--- src/rtl/float_subtractor_seq.sv ---
// Multi-cycle binary16 subtractor (R = A - B) with valid/ready handshakes on both sides.
// Alignment and normalization shift one bit per cycle; rounding is truncation.
module float_subtractor_seq (
  input  logic        clk,
  input  logic        rst_n,
  input  logic [15:0] A,
  input  logic [15:0] B,
  input  logic        inValid,
  output logic        inReady,
  output logic [15:0] R,
  output logic        outValid,
  input  logic        outReady,
  output logic        overflow,
  output logic        underflow,
  output logic        invalid
);

  localparam logic [2:0] S_IDLE  = 3'd0;
  localparam logic [2:0] S_ALIGN = 3'd1;
  localparam logic [2:0] S_ADD   = 3'd2;
  localparam logic [2:0] S_NORM  = 3'd3;
  localparam logic [2:0] S_DONE  = 3'd4;

  logic [2:0]  r_state;
  logic [15:0] r_R;
  logic        r_overflow;
  logic        r_underflow;
  logic        r_invalid;
  logic        r_sign;
  logic        r_effSub;
  logic [11:0] r_bigMant;
  logic [11:0] r_smallMant;
  logic [11:0] r_sum;
  logic [4:0]  r_exp;
  logic [3:0]  r_d;

  logic [4:0]  w_expA;
  logic [4:0]  w_expB;
  logic [15:0] w_bNeg;
  logic        w_aBig;
  logic [15:0] w_big;
  logic [14:0] w_smallMag;
  logic [4:0]  w_diff;
  logic [3:0]  w_dClamp;
  logic [4:0]  w_expInc;
  logic [4:0]  w_expDec;
  logic        w_accept;

  // Operand decode: subtraction becomes addition of B with its sign flipped.
  assign w_expA     = A[14:10];
  assign w_expB     = B[14:10];
  assign w_bNeg     = {~B[15], B[14:0]};
  assign w_aBig     = (A[14:0] >= B[14:0]);
  assign w_big      = w_aBig ? A : w_bNeg;
  assign w_smallMag = w_aBig ? w_bNeg[14:0] : A[14:0];
  assign w_diff     = w_big[14:10] - w_smallMag[14:10];
  assign w_dClamp   = (w_diff > 5'd11) ? 4'd11 : w_diff[3:0];
  assign w_expInc   = r_exp + 5'd1;
  assign w_expDec   = r_exp - 5'd1;

  assign inReady   = (r_state == S_IDLE) && rst_n;
  assign w_accept  = inValid && inReady;
  assign outValid  = (r_state == S_DONE);
  assign R         = r_R;
  assign overflow  = r_overflow;
  assign underflow = r_underflow;
  assign invalid   = r_invalid;

  always_ff @(posedge clk) begin
    if (!rst_n) begin
      r_state     <= S_IDLE;
      r_R         <= 16'h0000;
      r_overflow  <= 1'b0;
      r_underflow <= 1'b0;
      r_invalid   <= 1'b0;
      r_sign      <= 1'b0;
      r_effSub    <= 1'b0;
      r_bigMant   <= 12'd0;
      r_smallMant <= 12'd0;
      r_sum       <= 12'd0;
      r_exp       <= 5'd0;
      r_d         <= 4'd0;
    end else begin
      case (r_state)
        S_IDLE: begin
          if (w_accept) begin
            if (w_expA == 5'd31 || w_expB == 5'd31) begin
              r_R         <= 16'h7E00;
              r_overflow  <= 1'b0;
              r_underflow <= 1'b0;
              r_invalid   <= 1'b1;
              r_state     <= S_DONE;
            end else if (w_expA == 5'd0 || w_expB == 5'd0) begin
              // Denormals are flushed, so exponent 0 means the operand is zero.
              if (w_expA == 5'd0 && w_expB == 5'd0)
                r_R <= 16'h0000;
              else if (w_expB == 5'd0)
                r_R <= A;
              else
                r_R <= w_bNeg;
              r_overflow  <= 1'b0;
              r_underflow <= 1'b0;
              r_invalid   <= 1'b0;
              r_state     <= S_DONE;
            end else begin
              r_bigMant   <= {2'b01, w_big[9:0]};
              r_smallMant <= {2'b01, w_smallMag[9:0]};
              r_exp       <= w_big[14:10];
              r_sign      <= w_big[15];
              r_effSub    <= A[15] ^ w_bNeg[15];
              r_d         <= w_dClamp;
              r_state     <= (w_dClamp != 4'd0) ? S_ALIGN : S_ADD;
            end
          end
        end
        S_ALIGN: begin
          r_smallMant <= r_smallMant >> 1;
          r_d         <= r_d - 4'd1;
          if (r_d == 4'd1)
            r_state <= S_ADD;
        end
        S_ADD: begin
          // big >= small by construction, so the difference never goes negative.
          r_sum   <= r_effSub ? (r_bigMant - r_smallMant) : (r_bigMant + r_smallMant);
          r_state <= S_NORM;
        end
        S_NORM: begin
          if (r_sum == 12'd0) begin
            r_R         <= 16'h0000;
            r_overflow  <= 1'b0;
            r_underflow <= 1'b0;
            r_invalid   <= 1'b0;
            r_state     <= S_DONE;
          end else if (r_sum[11]) begin
            r_sum <= r_sum >> 1;
            r_exp <= w_expInc;
            if (w_expInc == 5'd31) begin
              r_R         <= {r_sign, 15'h7C00};
              r_overflow  <= 1'b1;
              r_underflow <= 1'b0;
              r_invalid   <= 1'b0;
              r_state     <= S_DONE;
            end
          end else if (r_sum[10]) begin
            r_R         <= {r_sign, r_exp, r_sum[9:0]};
            r_overflow  <= 1'b0;
            r_underflow <= 1'b0;
            r_invalid   <= 1'b0;
            r_state     <= S_DONE;
          end else begin
            r_sum <= r_sum << 1;
            r_exp <= w_expDec;
            if (w_expDec == 5'd0) begin
              r_R         <= {r_sign, 15'd0};
              r_overflow  <= 1'b0;
              r_underflow <= 1'b1;
              r_invalid   <= 1'b0;
              r_state     <= S_DONE;
            end
          end
        end
        S_DONE: begin
          if (outReady)
            r_state <= S_IDLE;
        end
        default: r_state <= S_IDLE;
      endcase
    end
  end

endmodule

--- config.mk ---
export PLATFORM = sky130hd
export DESIGN_NAME = float_subtractor_seq
export DESIGN_NICKNAME = d
export VERILOG_FILES = /design/src/rtl/float_subtractor_seq.sv
export SDC_FILE = /design/constraint.sdc
export NUM_CORES = 1
export LEC_CHECK = 0
export CAP_MARGIN = 30
export CORE_ASPECT_RATIO = 1.5
export CORE_MARGIN = 2
export CORE_UTILIZATION = 45
export DETAILED_ROUTE_END_ITERATION = 8
export PLACE_DENSITY = 0.66
export SLEW_MARGIN = 20
export SYNTH_ARGS = -nofsm -noshare
export SYNTH_HDL_FRONTEND = slang
export SYNTH_SLANG_ARGS = --single-unit
--- constraint.sdc ---
create_clock -name clk -period 12.95 [get_ports clk]
set_clock_uncertainty 0.2 [all_clocks]
set_input_delay 1.9425 -clock clk [delete_from_list [all_inputs] [get_ports clk]]
set_output_delay 1.9425 -clock clk [all_outputs]
set_load 0.05 [all_outputs]
-- After elaboration in Yosys (flattened, before gate mapping)
Index checks and enable logic that the tools add are counted.
- magnitude comparators: 2
- reductions and logical operators: 21
- add/sub/neg operators: 6
- muxes and demuxes: 66
- equal/unequal tests: 18
- bitwise logic cells: 4
- operator list (operator ; number):
    $mux 16 ; 11
    $mux 12 ; 5
    $pmux 12 s2 ; 2
    $pmux 16 s2 ; 1
    $mux 3 ; 10
    $mux 5 ; 6
    $mux 11 ; 2
    $mux 1 ; 17
    $mux 4 ; 4
    $eq 5x5->1 const B ; 3
    $ge 15x15->1 ; 1
    $logic_not 5->1 ; 3
    $mux 15 ; 1
    $pmux 3 s5 ; 1
    $add 11x12->12 ; 1
    $logic_not 12->1 ; 1
    $sub 11x12->12 ; 1
    $ne 2x2->1 const B ; 5
    $pmux 5 s2 ; 1
    $reduce_and 5->1 ; 2
    $pmux 4 s2 ; 1
    $reduce_and 4->1 ; 2
    $eq 3x2->1 const B ; 2
    $pmux 1 s2 ; 3
    24 further kinds ; 31
- word-level logic and storage cells: 130
- output and inout bits: 21
- register bits: 68
- bits of input ports: 36

-- Longest topological paths before layout
- depth in word-level cells: 11
- gate-level depth with buffers: 19
- depth with buffers taken out: 15

-- Worst setup path after synthesis
Ideal clock, no wire load.
- kind: input port to flip-flop
- start point: input port B[13]
- end point: register r_d[3]
- cell stages on the path: 18
- data required time: 12.633 ns
- path slack: 7.182 ns
- buffers on the path: 4
- arrival time: 5.451 ns
- cell sequence: inv_1 > ha_1 > nand2_1 > nor4_4 > a21o_1 > buf_6 > buf_4 > buf_2 > clkbuf_1 > a21oi_1 > ha_1 > o21ai_0 > nand2_1 > a22oi_1 > mux2i_1 > xor2_1 > or4_1 > a32o_1
- longest elaborated chain between the ends: 9
- elaborated cells on any way between the ends: 17
- ends and longest elaborated chain (element ; RTL line ; RTL):
    from (decl) ; 7 ; input logic [15:0] B,
    $ge 15x15->1 ; 53 ; assign w_aBig = (A[14:0] >= B[14:0]);
    $mux 16 or $mux 15 (tied branches) ; 54, 55 ;
    $sub 5x5->5 ; 56 ; assign w_diff = w_big[14:10] - w_smallMag[14:10];
    $gt 5x4->1 ; 57 ; assign w_dClamp = (w_diff > 5'd11) ? 4'd11 : w_diff[3:0];
    $mux 4 ; 57 ;
    $mux 4 ; 93 ; end else if (w_expA == 5'd0 || w_expB == 5'd0) begin
    $mux 4 ; 87 ; if (w_expA == 5'd31 || w_expB == 5'd31) begin
    $mux 4 ; 86 ; if (w_accept) begin
    $pmux 4 s2 ; 84 ; case (r_state)
    to (signal assigned) ; 111 ; r_d <= w_dClamp;
    to (signal assigned) ; 118 ; r_d <= r_d - 4'd1;
    to (decl) ; 35 ; logic [3:0] r_d;
Parallel ways exist; a longest one is shown, timed or not. The select of a mux whose other input is x is not followed.
A chain may end at the register's enable or synchronous reset.

-- Worst setup path in the final report
Ends and elaborated chain as after synthesis.

==> results.json <==
{
  "synthCells": 659,
  "dp_hpwl_um": 10300,
  "gp_congestion": 0.826,
  "yosys-top-cells-area": "dfxtp_1, ha_1, a21oi_1, o211a_1, nand2_1",
  "cts_tree": "yes",
  "nets": 764,
  "clk_pin_slew_worst_paths_ns": 0.06,
  "drt_first_pass_iters": 5,
  "worst_slack_ns": 6.96,
  "ys_async_sr_fraction_pct": 0,
  "min_path_cells": 1,
  "power_density_nw_per_um2": 246,
  "yosysTopAreaCellShare_pct": 25.7,
  "ys_ff_latch": 67,
  "n_antenna_cell": 0,
  "synth_area_um2": 5230,
  "postRouteAntennaNets": 0,
  "place_area_um2": 5840,
  "synth.distinct_cells": 76,
  "synth_top_cell_by_area": "dfxtp_1",
  "ys_seq_area_share_pct": 25.7,
  "worstMarginPinSlew_ns": 0.892,
  "num_rows": 48,
  "synth.net_count": 730,
  "cts.path.max_buffers": 2,
  "cp_slowest_stage_delay_ns": 0.56,
  "hold_class": "flip-flop to flip-flop",
  "ir_drop_uv": 119,
  "core_area_um2": 11400,
  "path_class": "input port to flip-flop",
  "finalPower_mw": 1.52,
  "rsz0062_at_grt": "false",
  "grt_pass1_wl_um": 23400,
  "postSynthAreaPerCell_um2": 7.93,
  "cts_resized": 0,
  "required_ns": 12.98,
  "drt-total-wl_um": 14000,
  "synth_edf_count": 0,
  "fin_crit_ns": 5.99,
  "overflow": 0,
  "start_util_pct": 45.8,
  "fp.dieH_um": 136,
  "insertion_delay_ns": 0.34,
  "dieArea_um2": 12500,
  "syn_to_final_growth_pct": 18.0,
  "crit_chain": "clkdlybuf4s50_1 -> inv_1 -> ha_1 -> nand2_1 -> nor4_4 -> a21o_1 -> buf_4 -> a21oi_1 -> ha_1 -> o21ai_0 -> nand2_1 -> a22oi_1 -> mux2i_1 -> xor2_1 -> or4_1 -> a32o_1",
  "htreeDepth": 3,
  "cts_hold_buf": 0,
  "drv_cap": 0,
  "rrSetupSlack_ns": 9.69,
  "vias": 5013,
  "finalSetupTns_ns": 0,
  "antenna_found_initial": 0,
  "r2r_cells": 8,
  "timing.fmax_ghz": 0.167,
  "wl_per_cell_um": 16.5,
  "stdcell_count": 847,
  "drt-initial-drc-count": 337,
  "final_max_slew_viol_count": 0,
  "route.detailed.drc": 0,
  "layout-drive-gt1-share_pct": 7.32,
  "final_area_um2": 6160,
  "p_leak_nw": 2.64,
  "die_w_um": 92.0,
  "post_cts_buffers": 0,
  "finalSetupViolations": 0,
  "fin_crit_sh_pct": 46.3,
  "yosysMostFrequentCell": "nand2_1",
  "yosysWarningCount": 0,
  "cp-start-kind": "input port",
  "cp_slowest_cell": "clkdlybuf4s50_1",
  "cts_made_buffers": 9,
  "io_buffers": 56,
  "ys_top_cells_by_count": "nand2_1, a21oi_1, dfxtp_1",
  "timing.slew.headroom_pct": 40.3,
  "crit_fanout": 41,
  "ys.flop_type": "dfxtp_1",
  "grt_max_degree": 74,
  "num_io_pins": 57,
  "grtUsageTotal_pct": 23.0,
  "pre_cts_slack_ns": 6.64,
  "crit_path_end_kind": "flip-flop",
  "timing.final.hold_violations": 0,
  "vias_per_cell": 5.92,
  "dp_cells": 829,
  "status": "complete, no violations",
  "grt_pass1_vias": 4731,
  "arrival_ns": 6.02,
  "cts_sinks": 67,
  "root_buffer": "clkbuf_16"
}
## area by class of cell
type | count | area, µm²
timing repair buffer | 66 | 638
tap | 150 | 188
clock inverter | 6 | 67.6
clock buffer | 9 | 225
sequential | 67 | 1340
fill | 1109 | 5250
multi-input combinational | 516 | 3580
inverter | 33 | 124
## kinds of logic (layout without fill, tap and decap cells)
kind of cell / count (synthesis) / count (layout) / synth area share [%]
AOI/OAI and AO/OA: 228 / 228 / 31.1
DFF: 67 / 67 / 25.7
adders and majority gates: 35 / 35 / 8.52
muxes: 24 / 24 / 4.62
xor gates and xnor gates: 21 / 21 / 3.52
and+or+nand+nor: 208 / 208 / 20.2
buffers and inverters: 76 / 114 / 6.35
## final timing paths
kind	endpoint	startpoint
hold / removal	r_bigMant[10]	r_bigMant[10]
setup / recovery	r_d[3]	B[13]
setup reg to reg	r_state[1]	r_state[2]
hold reg to reg	r_bigMant[10]	r_bigMant[10]
## flip-flops by register name (all words and copies together), names as in the netlist
register,count
r_exp,5
r_effSub,1
r_d,4
R,16
underflow,1
r_smallMant,11
invalid,1
overflow,1
r_sign,1
r_bigMant,11
r_sum,12
r_state,3
## layer usage
layer,GRT usage [%],up-vias,routed length [µm]
li1,-,2486,-
met1,29.7,2392,6380
met2,40.1,114,6950
met3,2.94,21,474
met4,6.97,0,197
met5,0,-,0
## stage by stage
step                      hold slack [ns]  util [%]
after floorplan                     0.247         -
after global routing                0.302      54.0
after CTS                           0.278      53.8
final                               0.277      54.0
after global placement              0.254      51.1
after detailed placement            0.265      51.2
## critical path, delay by kind of cell
| family | cells | cell delay [ns] |
|---|---|---|
| AND/OR/NAND/NOR | 4 | 1.12 |
| XOR/XNOR | 1 | 0.23 |
| buffers and inverters | 3 | 1.11 |
| adder cells (fa/ha/maj) | 2 | 0.64 |
| AO/OA/AOI/OAI | 5 | 0.87 |
| multiplexers | 1 | 0.11 |
## cells in the final DEF, fill, tap and decap left out, types with 6 or more instances in the layout
cell type and count:
o211ai_1 20, nor2_1 47, nor3_1 11, a22oi_1 10, nor2b_1 20, inv_1 32
nand2b_1 6, ha_1 34, nand2_1 72, clkdlybuf4s50_1 55, dfxtp_1 67, buf_4 7
nand3_1 12, a211oi_1 15, o21ai_0 25, o22ai_1 8, xnor2_1 17, a21oi_1 67
o211a_1 28, mux2i_1 23, clkbuf_16 9
## where the power goes
part	leakage, nW	switching [mW]	internal [mW]	total, mW
registers	0.548	0.0869	0.273	0.360
clock network	0.137	0.0973	0.148	0.246
logic	1.95	0.515	0.394	0.909
total	2.64	0.700	0.815	1.52
No activity file was read; power rests on OpenSTA's default activity.
